## src/rtl/ctrl_pkg.sv

```systemverilog
// Shared definitions for the control-group instruction link (serializer and deserializer).
package ctrl_pkg;

    localparam int ADDRW   = 8;
    localparam int OPCODEW = 2;
    localparam int SHIFT_W = OPCODEW + 2 * ADDRW;

    typedef struct packed {
        logic [OPCODEW-1:0] opcode;
        logic [ADDRW-1:0]   key;
        logic [ADDRW-1:0]   text;
    } instr_t;

    function automatic instr_t pack_instr(
        input logic [OPCODEW-1:0] opcode,
        input logic [ADDRW-1:0]   key,
        input logic [ADDRW-1:0]   text
    );
        instr_t i;
        i.opcode = opcode;
        i.key    = key;
        i.text   = text;
        return i;
    endfunction

endpackage

```

## src/rtl/instr_serializer.sv

```systemverilog
// SPI mode-0 initiator: shifts {opcode, key_addr, text_addr} out MSB first, one frame per handshake.
// Handshake: a frame is accepted on the clk edge where valid_in & ready_out; ready_out is high only in IDLE.
module instr_serializer #(
    parameter int ADDRW    = ctrl_pkg::ADDRW,
    parameter int OPCODEW  = ctrl_pkg::OPCODEW,
    parameter int CLK_DIV  = 3,
    parameter int CS_SETUP = 2,
    parameter int CS_HOLD  = 2,
    parameter int GAP      = 8
) (
    input  logic               clk,
    input  logic               rst_n,
    input  logic               valid_in,
    input  logic [OPCODEW-1:0] opcode,
    input  logic [ADDRW-1:0]   key_addr,
    input  logic [ADDRW-1:0]   text_addr,
    input  logic               abort,
    output logic               ready_out,
    output logic               spi_clk,
    output logic               mosi,
    output logic               cs_n,
    output logic               done,
    output logic               aborted,
    output logic [2:0]         state_dbg
);

    localparam int SHIFT_W = OPCODEW + 2 * ADDRW;
    localparam int MAX_A   = (CLK_DIV > CS_SETUP) ? CLK_DIV : CS_SETUP;
    localparam int MAX_B   = (CS_HOLD > GAP) ? CS_HOLD : GAP;
    localparam int MAX_PH  = (MAX_A > MAX_B) ? MAX_A : MAX_B;
    localparam int PH_W    = $clog2(MAX_PH + 1);
    localparam int BIT_W   = $clog2(SHIFT_W + 1);

    typedef enum logic [2:0] {
        S_IDLE,
        S_SETUP,
        S_SHIFT_HI,
        S_SHIFT_LO,
        S_HOLD,
        S_GAP
    } ser_state_e;

    ser_state_e         state_q;
    logic [PH_W-1:0]    phase_q;
    logic [BIT_W-1:0]   bit_cnt_q;
    logic [SHIFT_W-1:0] shift_q;
    logic               abort_q;

    assign state_dbg = state_q;

    always_ff @(posedge clk) begin
        if (!rst_n) begin
            state_q   <= S_IDLE;
            phase_q   <= '0;
            bit_cnt_q <= '0;
            shift_q   <= '0;
            abort_q   <= 1'b0;
            ready_out <= 1'b1;
            spi_clk   <= 1'b0;
            mosi      <= 1'b0;
            cs_n      <= 1'b1;
            done      <= 1'b0;
            aborted   <= 1'b0;
        end else begin
            done    <= 1'b0;
            aborted <= 1'b0;
            // Abort only cuts a frame while cs_n is low; the GAP is always served in full.
            if (abort && (state_q inside {S_SETUP, S_SHIFT_HI, S_SHIFT_LO, S_HOLD})) begin
                state_q <= S_GAP;
                phase_q <= PH_W'(GAP - 1);
                abort_q <= 1'b1;
                cs_n    <= 1'b1;
                spi_clk <= 1'b0;
                mosi    <= 1'b0;
            end else begin
                case (state_q)
                    S_IDLE: begin
                        if (valid_in) begin
                            state_q   <= S_SETUP;
                            phase_q   <= PH_W'(CS_SETUP - 1);
                            bit_cnt_q <= BIT_W'(SHIFT_W);
                            shift_q   <= {opcode, key_addr, text_addr};
                            abort_q   <= 1'b0;
                            ready_out <= 1'b0;
                            cs_n      <= 1'b0;
                            mosi      <= opcode[OPCODEW-1];
                        end
                    end
                    S_SETUP: begin
                        if (phase_q == '0) begin
                            state_q <= S_SHIFT_HI;
                            phase_q <= PH_W'(CLK_DIV - 1);
                            spi_clk <= 1'b1;
                        end else begin
                            phase_q <= phase_q - PH_W'(1);
                        end
                    end
                    S_SHIFT_HI: begin
                        if (phase_q == '0) begin
                            state_q <= S_SHIFT_LO;
                            phase_q <= PH_W'(CLK_DIV - 1);
                            spi_clk <= 1'b0;
                            shift_q <= shift_q << 1;
                            mosi    <= shift_q[SHIFT_W-2];
                            if (bit_cnt_q != '0) begin
                                bit_cnt_q <= bit_cnt_q - BIT_W'(1);
                            end
                        end else begin
                            phase_q <= phase_q - PH_W'(1);
                        end
                    end
                    S_SHIFT_LO: begin
                        if (phase_q == '0) begin
                            if (bit_cnt_q == '0) begin
                                state_q <= S_HOLD;
                                phase_q <= PH_W'(CS_HOLD - 1);
                            end else begin
                                state_q <= S_SHIFT_HI;
                                phase_q <= PH_W'(CLK_DIV - 1);
                                spi_clk <= 1'b1;
                            end
                        end else begin
                            phase_q <= phase_q - PH_W'(1);
                        end
                    end
                    S_HOLD: begin
                        if (phase_q == '0) begin
                            state_q <= S_GAP;
                            phase_q <= PH_W'(GAP - 1);
                            cs_n    <= 1'b1;
                            mosi    <= 1'b0;
                        end else begin
                            phase_q <= phase_q - PH_W'(1);
                        end
                    end
                    S_GAP: begin
                        if (phase_q == '0) begin
                            state_q   <= S_IDLE;
                            ready_out <= 1'b1;
                            done      <= ~abort_q;
                            aborted   <= abort_q;
                        end else begin
                            phase_q <= phase_q - PH_W'(1);
                        end
                    end
                    default: begin
                        state_q <= S_IDLE;
                    end
                endcase
            end
        end
    end

endmodule

```

## config.mk

```make
export PLATFORM = sky130hd
export DESIGN_NAME = instr_serializer
export DESIGN_NICKNAME = d
export VERILOG_FILES = /design/src/rtl/ctrl_pkg.sv /design/src/rtl/instr_serializer.sv
export SDC_FILE = /design/constraint.sdc
export NUM_CORES = 1
export LEC_CHECK = 0
export BUFFER_PORTS_ARGS = -buffer_cell sky130_fd_sc_hd__buf_4
export CAP_MARGIN = 5
export CORE_MARGIN = 2
export CORE_UTILIZATION = 25
export CTS_CLUSTER_DIAMETER = 60
export CTS_CLUSTER_SIZE = 14
export DETAILED_ROUTE_END_ITERATION = 8
export PLACE_DENSITY = 0.49
export SLEW_MARGIN = 20
export SYNTH_ARGS = -nofsm -noshare
export SYNTH_HDL_FRONTEND = slang
export SYNTH_SLANG_ARGS = --single-unit
```

## constraint.sdc

```tcl
create_clock -name clk -period 5.4 [get_ports clk]
set_input_delay 0.81 -clock clk [delete_from_list [all_inputs] [get_ports clk]]
set_output_delay 0.81 -clock clk [all_outputs]
set_load 0.05 [all_outputs]
```

==> flow_summary.yaml, run 1 <==
outcome:
  outcome: "complete, no violations"
sta:
  maxSlewViolCount: 0
  relSlewSlack_pct: 37.3
  fin_setup_tns_ns: 0
  whs_ns: 0.468
  skew_ns: 0.00527
  finalSetupViolations: 0
  fin_crit_ns: 2.37
  hold_viol: 0
  rsz0062_at_grt: "no"
  fin_crit_sh_pct: 43.9
  tightest_slew_ns: 0.939
  timing.fmax_mhz: 422
clock_tree:
  hold_buffers: 0
  cts-root-buf: "clkbuf_8"
  clockBufferDepth: 2
  cts_tree: "done"
  postCtsSetupRepairBufs: 0
  htreeDepth: 2
  numCtsBuffers: 5
  cts.sink_count: 36
  clock_latency_ns: 0.28
  clk_pin_slew_ns: 0.07
  cts_resized: 0
route:
  routed_via_density: 4.96
  drc_errors: 0
  ant_nets: 0
  routed_wl_um: 4730
  firstDrtPassIters: 4
  drtIter0Drc: 75
  num_vias: 1726
  wl_per_cell_um: 13.6
grt:
  grt_use_total_pct: 11.5
  grt_pass1_wl_um: 7930
  grt_antenna_before_repair: 0
  grt_overflow: 0
  grt_pass1_vias: 1639
  grt_max_degree: 38
setup_path:
  reg2reg_from: "state_dbg[1]"
  path_max_fanout: 29
  cp-start-kind: "flip-flop"
  cpLargestDelayFamily: "flip-flops"
  end_kind: "output port"
  max_stage_delay_ns: 0.94
  arrival_ns: 1.56
  slowest_stage: "dfxtp_1"
  crit_buf_inv: 1
  ff2ff_setup_slack_ns: 3.10
  crit_chain: "buf_4"
  critical_path_class: "flip-flop to output port"
  crit_path_start: "state_dbg[2]"
  critPathRequiredTime_ns: 4.59
cells_and_area:
  drive_gt1_share_pct: 19.5
  final_cell_mix: "dfxtp_1 (36), buf_4 (31), o21ai_0 (19), nand2_1 (19), mux2i_1 (16)"
  n_antenna_cell: 0
  area_growth_pct: 19.4
  nets: 271
  fin_cells: 348
  final_common_cell: "dfxtp_1"
  nFillCells: 828
synthesis:
  synth_area_leaders: "dfxtp_1 (37%), mux2i_1 (8.2%), o211a_1 (6.1%)"
  synth-seq-area-share_pct: 36.8
  post_synth_num_cell_types: 48
  ys_warn_count: 0
  async_flop_share_pct: 0
  syn-num-nets: 250
  synth.largest_area_cell: "dfxtp_1"
  synth.avg_cell_area_um2: 8.75
  synthFlopType: "dfxtp_1"
  synth_top_area_share_pct: 36.8
  netlist_area_um2: 1960
  synth_edf_count: 0
  syn-instance-count: 224
  ys_ff_latch: 36
power:
  switchingPower_mw: 0.358
  p_sw_share_pct: 38.7
  powerDensity_nw_per_um2: 395
  p_leak_nw: 0.949
  p_clk_share_pct: 21.9
  vdd_drop_max_mv: 0.149
  combPwrFrac_pct: 37.4
  p_int_mw: 0.566
  seq_power_share_pct: 40.8
placed_design:
  place.gp.congestion: 0.766
  place_inst: 340
  hpwl_um: 3260
  portBuffers: 30
die:
  top_level_ports: 31
  die_h_um: 92.5
  die_x_um: 92.5
  die_area_um2: 8560
  core_um2: 7650
  rows: 32
  start_util_pct: 25.6
hold_path:
  hp-class: "flip-flop to flip-flop"
  hp-start: "abort_q"
flow_run:
  cap_violations: 0
[flip-flops by register name, summed over array words and instances, names as in the netlist]
register / count
abort_q: 1
aborted: 1
bit_cnt_q: 5
cs_n: 1
done: 1
mosi: 1
phase_q: 4
ready_out: 1
shift_q: 17
spi_clk: 1
state_dbg: 3
[final cells by class]
cell class	instances	area [um2]	area share, %
Inverter	11	41.3	1.76
Clock inverter	1	7.51	0.321
Tap cell	102	128	5.45
Sequential cell	36	721	30.8
Timing Repair Buffer	31	233	9.95
Clock buffer	7	86.3	3.69
Multi-Input combinational cell	160	1120	48.0
[worst reg2reg max path: stages (launching register included)]
cell and delay (ns):
dfxtp_1 0.89, nor4b_1 0.58, and2_1 0.32, a2111oi_0 0.15, o211a_1 0.26
[stage by stage]
stage	cell area [um2]	setup WS (ns)	power [mW]	utilization, %
final	2340	3.03	0.924	30.6
after global routing	2340	2.91	0.995	30.6
after CTS	2340	2.77	0.936	30.6
after detailed placement	2240	2.58	0.730	29.4
after global placement	2240	2.63	0.729	29.4
after floorplan	1960	3.43	0.645	-
[worst paths after layout]
path | to | cells past startpoint
worst max-delay path | state_dbg[2] | 1
worst min-delay path | done | 1
worst max register to register | spi_clk | 4
worst min register to register | done | 1
[Yosys cell counts (2+ instances only)]
cell type / n
dfxtp_1: 36
a21oi_1: 10
a31o_2: 2
o21ai_0: 19
o22ai_1: 2
nand3_1: 3
a211oi_1: 8
or4_1: 3
buf_4: 2
nor3_1: 5
or3_1: 4
a22oi_1: 2
nor3b_1: 3
clkbuf_1: 7
buf_2: 7
nand2_1: 19
mux2i_1: 16
inv_1: 11
a311oi_1: 2
nor2_1: 15
o211a_1: 12
a221oi_1: 2
a31oi_1: 5
ha_1: 4
nand4_1: 2
[power groups by stage]
stage          combinational (mW)  sequential (mW)  clock (mW)
6_report                    0.345            0.377       0.202
5_1_grt                     0.385            0.388       0.221
4_1_cts                     0.348            0.377       0.211
3_5_place_dp                0.347            0.383           0
3_3_place_gp                0.346            0.383           0
2_1_floorplan               0.255            0.390           0
[cells by family after synthesis]
kind of cell | synth area share [%]
xor gates and xnor gates | 0.447
AOI/OAI and AO/OA | 27.3
DFF | 36.8
muxes | 8.17
and+or+nand+nor | 18.6
buffers and inverters | 6.19
adders and majority gates | 2.55
[routing by layer]
metal | up-vias | track usage, % | share of wire, %
li1 | 869 | - | -
met1 | 825 | 15.7 | 49
met2 | 30 | 17.9 | 45
met3 | 2 | 3.25 | 5.1
met4 | 0 | 2.61 | 0.49
met5 | - | 0 | 0
No activity file was read; power rests on OpenSTA's default activity.
==> inputs of run 2 (changes only) <==
==> constraint.sdc (replaced) <==
create_clock -name clk -period 2.4 [get_ports clk]
set_input_delay 0.36 -clock clk [delete_from_list [all_inputs] [get_ports clk]]
set_output_delay 0.36 -clock clk [all_outputs]
set_load 0.05 [all_outputs]
==> flow_summary.yaml, run 2 (synthesis gave the netlist of run 1 again) <==
outcome:
  outcome: "complete, no violations"
cells_and_area:
  reg.largest.list: "shift_q: 17 flops, bit_cnt_q: 5 flops, phase_q: 4 flops"
  area_growth_pct: 22.2
  final_common_cell: "dfxtp_1"
  drive_gt1_share_pct: 20.4
  largest_reg_flops: 17
  largest_register: "shift_q"
  nets: 275
  final_cell_mix: "dfxtp_1 (36), buf_4 (34), o21ai_0 (19), nand2_1 (19), mux2i_1 (16)"
  n_antenna_cell: 0
  nFillCells: 814
  fin_cells: 352
setup_path:
  arrival_ns: 2.18
  critical_path_class: "flip-flop to flip-flop"
  ff2ff_setup_slack_ns: 0.43
  reg2reg_from: "phase_q[0]"
  crit_path_start: "phase_q[0]"
  critPathRequiredTime_ns: 2.62
  cp-start-kind: "flip-flop"
  path_max_fanout: 8
  end_kind: "flip-flop"
route:
  drtIter0Drc: 71
  wl_per_cell_um: 13.5
  firstDrtPassIters: 4
  ant_nets: 0
  num_vias: 1771
  routed_wl_um: 4750
  drc_errors: 0
  routed_via_density: 5.03
sta:
  relSlewSlack_pct: 58.6
  timing.fmax_mhz: 509
  tightest_slew_ns: 0.619
  rsz0062_at_grt: "no"
  fin_setup_tns_ns: 0
  finalSetupViolations: 0
  fin_crit_ns: 1.97
  skew_ns: 0.00337
  fin_crit_sh_pct: 81.9
  hold_viol: 0
  fin_ws_ns: 0.435
  maxSlewViolCount: 0
die:
  die_h_um: 92.5
  top_level_ports: 31
  start_util_pct: 25.6
  die_x_um: 92.5
  core_um2: 7650
  die_area_um2: 8560
  rows: 32
grt:
  grt_max_degree: 38
  grt_use_total_pct: 11.7
  grt_pass1_wl_um: 8030
  grt_antenna_before_repair: 0
  grt_pass1_vias: 1651
  grt_overflow: 0
power:
  total_power_mw: 2.18
  vdd_drop_max_mv: 0.309
  powerDensity_nw_per_um2: 912
  p_leak_nw: 0.986
clock_tree:
  postCtsSetupRepairBufs: 0
  cts_tree: "done"
  cts.sink_count: 36
  hold_buffers: 0
  numCtsBuffers: 5
  clockBufferDepth: 2
  cts-root-buf: "clkbuf_8"
  htreeDepth: 2
  cts_resized: 0
  clock_latency_ns: 0.28
  clk_pin_slew_ns: 0.08
placed_design:
  portBuffers: 30
  place_inst: 344
  place_ws_ns: 0.426
  hpwl_um: 3290
  place.gp.congestion: 0.822
flow_run:
  cap_violations: 0
hold_path:
  hp-start: "text_addr[0]"
  hp-class: "primary input to flip-flop"
## run 2: changes by cell type in the layout (fill, tap and decap cells not counted)
cell / delta
a41o_1: +1
a41o_2: -1
buf_12: +1
buf_4: +3
bufinv_16: +1
clkbuf_8: -1
clkinv_2: +1
clkinvlp_4: -1
## run 2: worst paths after layout
kind	depth (start not counted)	endpoint
worst max-delay path	6	bit_cnt_q[4]
worst min-delay path	3	shift_q[0]
worst max register to register	6	bit_cnt_q[4]
worst min register to register	1	done
## run 2: metal layers
| metal | track usage [%] | vias up | wire (um) |
|---|---|---|---|
| met5 | 0 | - | 0 |
| met4 | 3.36 | 0 | 57 |
| met3 | 3.34 | 6 | 243 |
| met2 | 18.3 | 40 | 2150 |
| met1 | 15.7 | 840 | 2300 |
| li1 | - | 885 | - |
## run 2: cell type report
cell class	count	area [um2]	area share (%)
tap	102	128	5.33
clock inverter	2	35.0	1.46
multi-input combinational	160	1120	46.9
sequential	36	721	30.1
inverter	11	41.3	1.72
timing repair buffer	35	275	11.5
clock buffer	6	72.6	3.03
## run 2: worst max-delay path, cell delays in order (launching register included)
cell	delay, ns
dfxtp_1	0.32
inv_1	0.09
ha_1	0.19
nor3b_4	0.41
a41oi_4	0.20
or4_1	0.54
a31oi_1	0.15
## run 2: power by group
part | internal, mW | switching [mW]
logic | 0.347 | 0.484
clock network | 0.308 | 0.223
registers | 0.716 | 0.105
## run 2: stage by stage
stage / hold slack [ns] / cell area (um2) / utilization, %
floorplan: 0.413 / 1960 / -
global placement: 0.435 / 2290 / 29.9
detailed placement: 0.437 / 2290 / 29.9
CTS: 0.365 / 2390 / 31.3
global route: 0.384 / 2390 / 31.3
finish: 0.367 / 2390 / 31.3
==> inputs of run 3 (changes only) <==
==> constraint.sdc (replaced) <==
create_clock -name clk -period 1.9 [get_ports clk]
set_input_delay 0.285 -clock clk [delete_from_list [all_inputs] [get_ports clk]]
set_output_delay 0.285 -clock clk [all_outputs]
set_load 0.05 [all_outputs]
==> flow_summary.yaml, run 3 (synthesis gave the netlist of run 1 again) <==
power:
  p_clk_share_pct: 19.0
  p_int_mw: 1.68
  powerDensity_nw_per_um2: 1100
  combPwrFrac_pct: 42.6
  total_power_mw: 2.73
  vdd_drop_max_mv: 0.332
  p_leak_nw: 1.03
  seq_power_share_pct: 38.4
  switchingPower_mw: 1.05
  p_sw_share_pct: 38.5
placed_design:
  portBuffers: 30
  place.gp.congestion: 0.814
  place_ws_ns: 0.0295
  hpwl_um: 3580
  place_area_um2: 2380
  place_inst: 354
outcome:
  outcome: "complete, no violations"
setup_path:
  max_stage_delay_ns: 0.54
  critical_path_class: "flip-flop to flip-flop"
  arrival_ns: 2.00
  crit_chain: "inv_1 -> ha_4 -> or4bb_4 -> o211ai_1 -> o21ai_1 -> a221oi_1"
  crit_buf_inv: 1
  end_kind: "flip-flop"
  cpLargestDelayFamily: "compound AO/OA/AOI/OAI gates"
  critPathRequiredTime_ns: 2.09
  cp-start-kind: "flip-flop"
  slowest_stage: "or4bb_4"
  path_max_fanout: 4
sta:
  fin_crit_sh_pct: 95.3
  maxSlewViolCount: 0
  rsz0062_at_grt: "no"
  relSlewSlack_pct: 60.3
  fin_crit_ns: 1.81
  fin_ws_ns: 0.0899
  timing.fmax_mhz: 552
  skew_ns: 0.00488
  fin_setup_tns_ns: 0
  hold_viol: 0
  finalSetupViolations: 0
  tightest_slew_ns: 0.593
grt:
  grt_antenna_before_repair: 0
  grt_pass1_vias: 1602
  grt_pass1_wl_um: 8080
  grt_max_degree: 24
  grt_overflow: 0
  grt_use_total_pct: 11.8
cells_and_area:
  final_cell_mix: "buf_4 (44), dfxtp_1 (35), nand2_1 (19)"
  reg.largest.list: "shift_q: 17 flops, bit_cnt_q: 5 flops, phase_q: 4 flops"
  nFillCells: 836
  largest_reg_flops: 17
  largest_register: "shift_q"
  nets: 286
  final_cell_area_um2: 2490
  fin_cells: 362
  final_common_cell: "buf_4"
  drive_gt1_share_pct: 25.0
  n_antenna_cell: 0
  area_growth_pct: 26.9
clock_tree:
  cts_tree: "done"
  cts.sink_count: 36
  clockBufferDepth: 2
  hold_buffers: 0
  cts-root-buf: "clkbuf_8"
  numCtsBuffers: 5
  clock_latency_ns: 0.28
  htreeDepth: 2
  clk_pin_slew_ns: 0.07
hold_path:
  hp-class: "primary input to flip-flop"
die:
  die_area_um2: 8560
  die_h_um: 92.5
  core_um2: 7650
  die_x_um: 92.5
  top_level_ports: 31
  start_util_pct: 25.6
  rows: 32
flow_run:
  cap_violations: 0
route:
  num_vias: 1769
  ant_nets: 0
  drtIter0Drc: 88
  drc_errors: 0
  routed_via_density: 4.89
  firstDrtPassIters: 4
  wl_per_cell_um: 13.7
  routed_wl_um: 4970
## run 3: metrics by stage
stage	utilization (%)	hold WS, ns
2_1_floorplan	-	0.413
3_3_place_gp	31.1	0.433
3_5_place_dp	31.1	0.435
4_1_cts	32.1	0.281
5_1_grt	32.5	0.285
6_report	32.5	0.290
## run 3: path summary, 6_finish.rpt
kind                              startpoint  cells past startpoint  slack, ns    endpoint
worst min-delay path            text_addr[0]                      3       0.29  shift_q[0]
worst max register to register    phase_q[1]                      6       0.09  phase_q[3]
worst max-delay path              phase_q[1]                      6       0.09  phase_q[3]
worst min register to register       abort_q                      1       0.45        done
## run 3: power groups by stage
stage / registers [mW] / logic [mW] / clock network [mW]
floorplan: 1.11 / 0.725 / 0
global placement: 1.06 / 1.11 / 0
detailed placement: 1.06 / 1.12 / 0
CTS: 1.05 / 1.12 / 0.548
global route: 1.07 / 1.28 / 0.584
finish: 1.05 / 1.16 / 0.519
## run 3: repair_timing
action | CTS | global route
buffers inserted | 0 | 1
resized for setup | 0 | 7
setup endpoints to repair | 0 | 12
## run 3: layout make-up
type	instances	area [um2]	area share, %
Inverter	11	41.3	1.66
Multi-Input combinational cell	160	1150	46.2
Sequential cell	36	722	29.0
Timing Repair Buffer	46	370	14.9
Tap cell	102	128	5.13
Clock buffer	6	72.6	2.92
Clock inverter	1	5.00	0.201
## run 3: tightest hold or removal path, cell delays in order
cell and delay [ns]:
buf_4 0.11, nand3b_1 0.07, a21boi_0 0.07
## run 3: per-layer routing
layer	global-route usage, %	up-vias	wire [um]
li1	-	902	-
met4	2.99	0	55
met3	4.07	4	245
met1	15.9	821	2490
met2	18.1	42	2190
met5	0	-	0
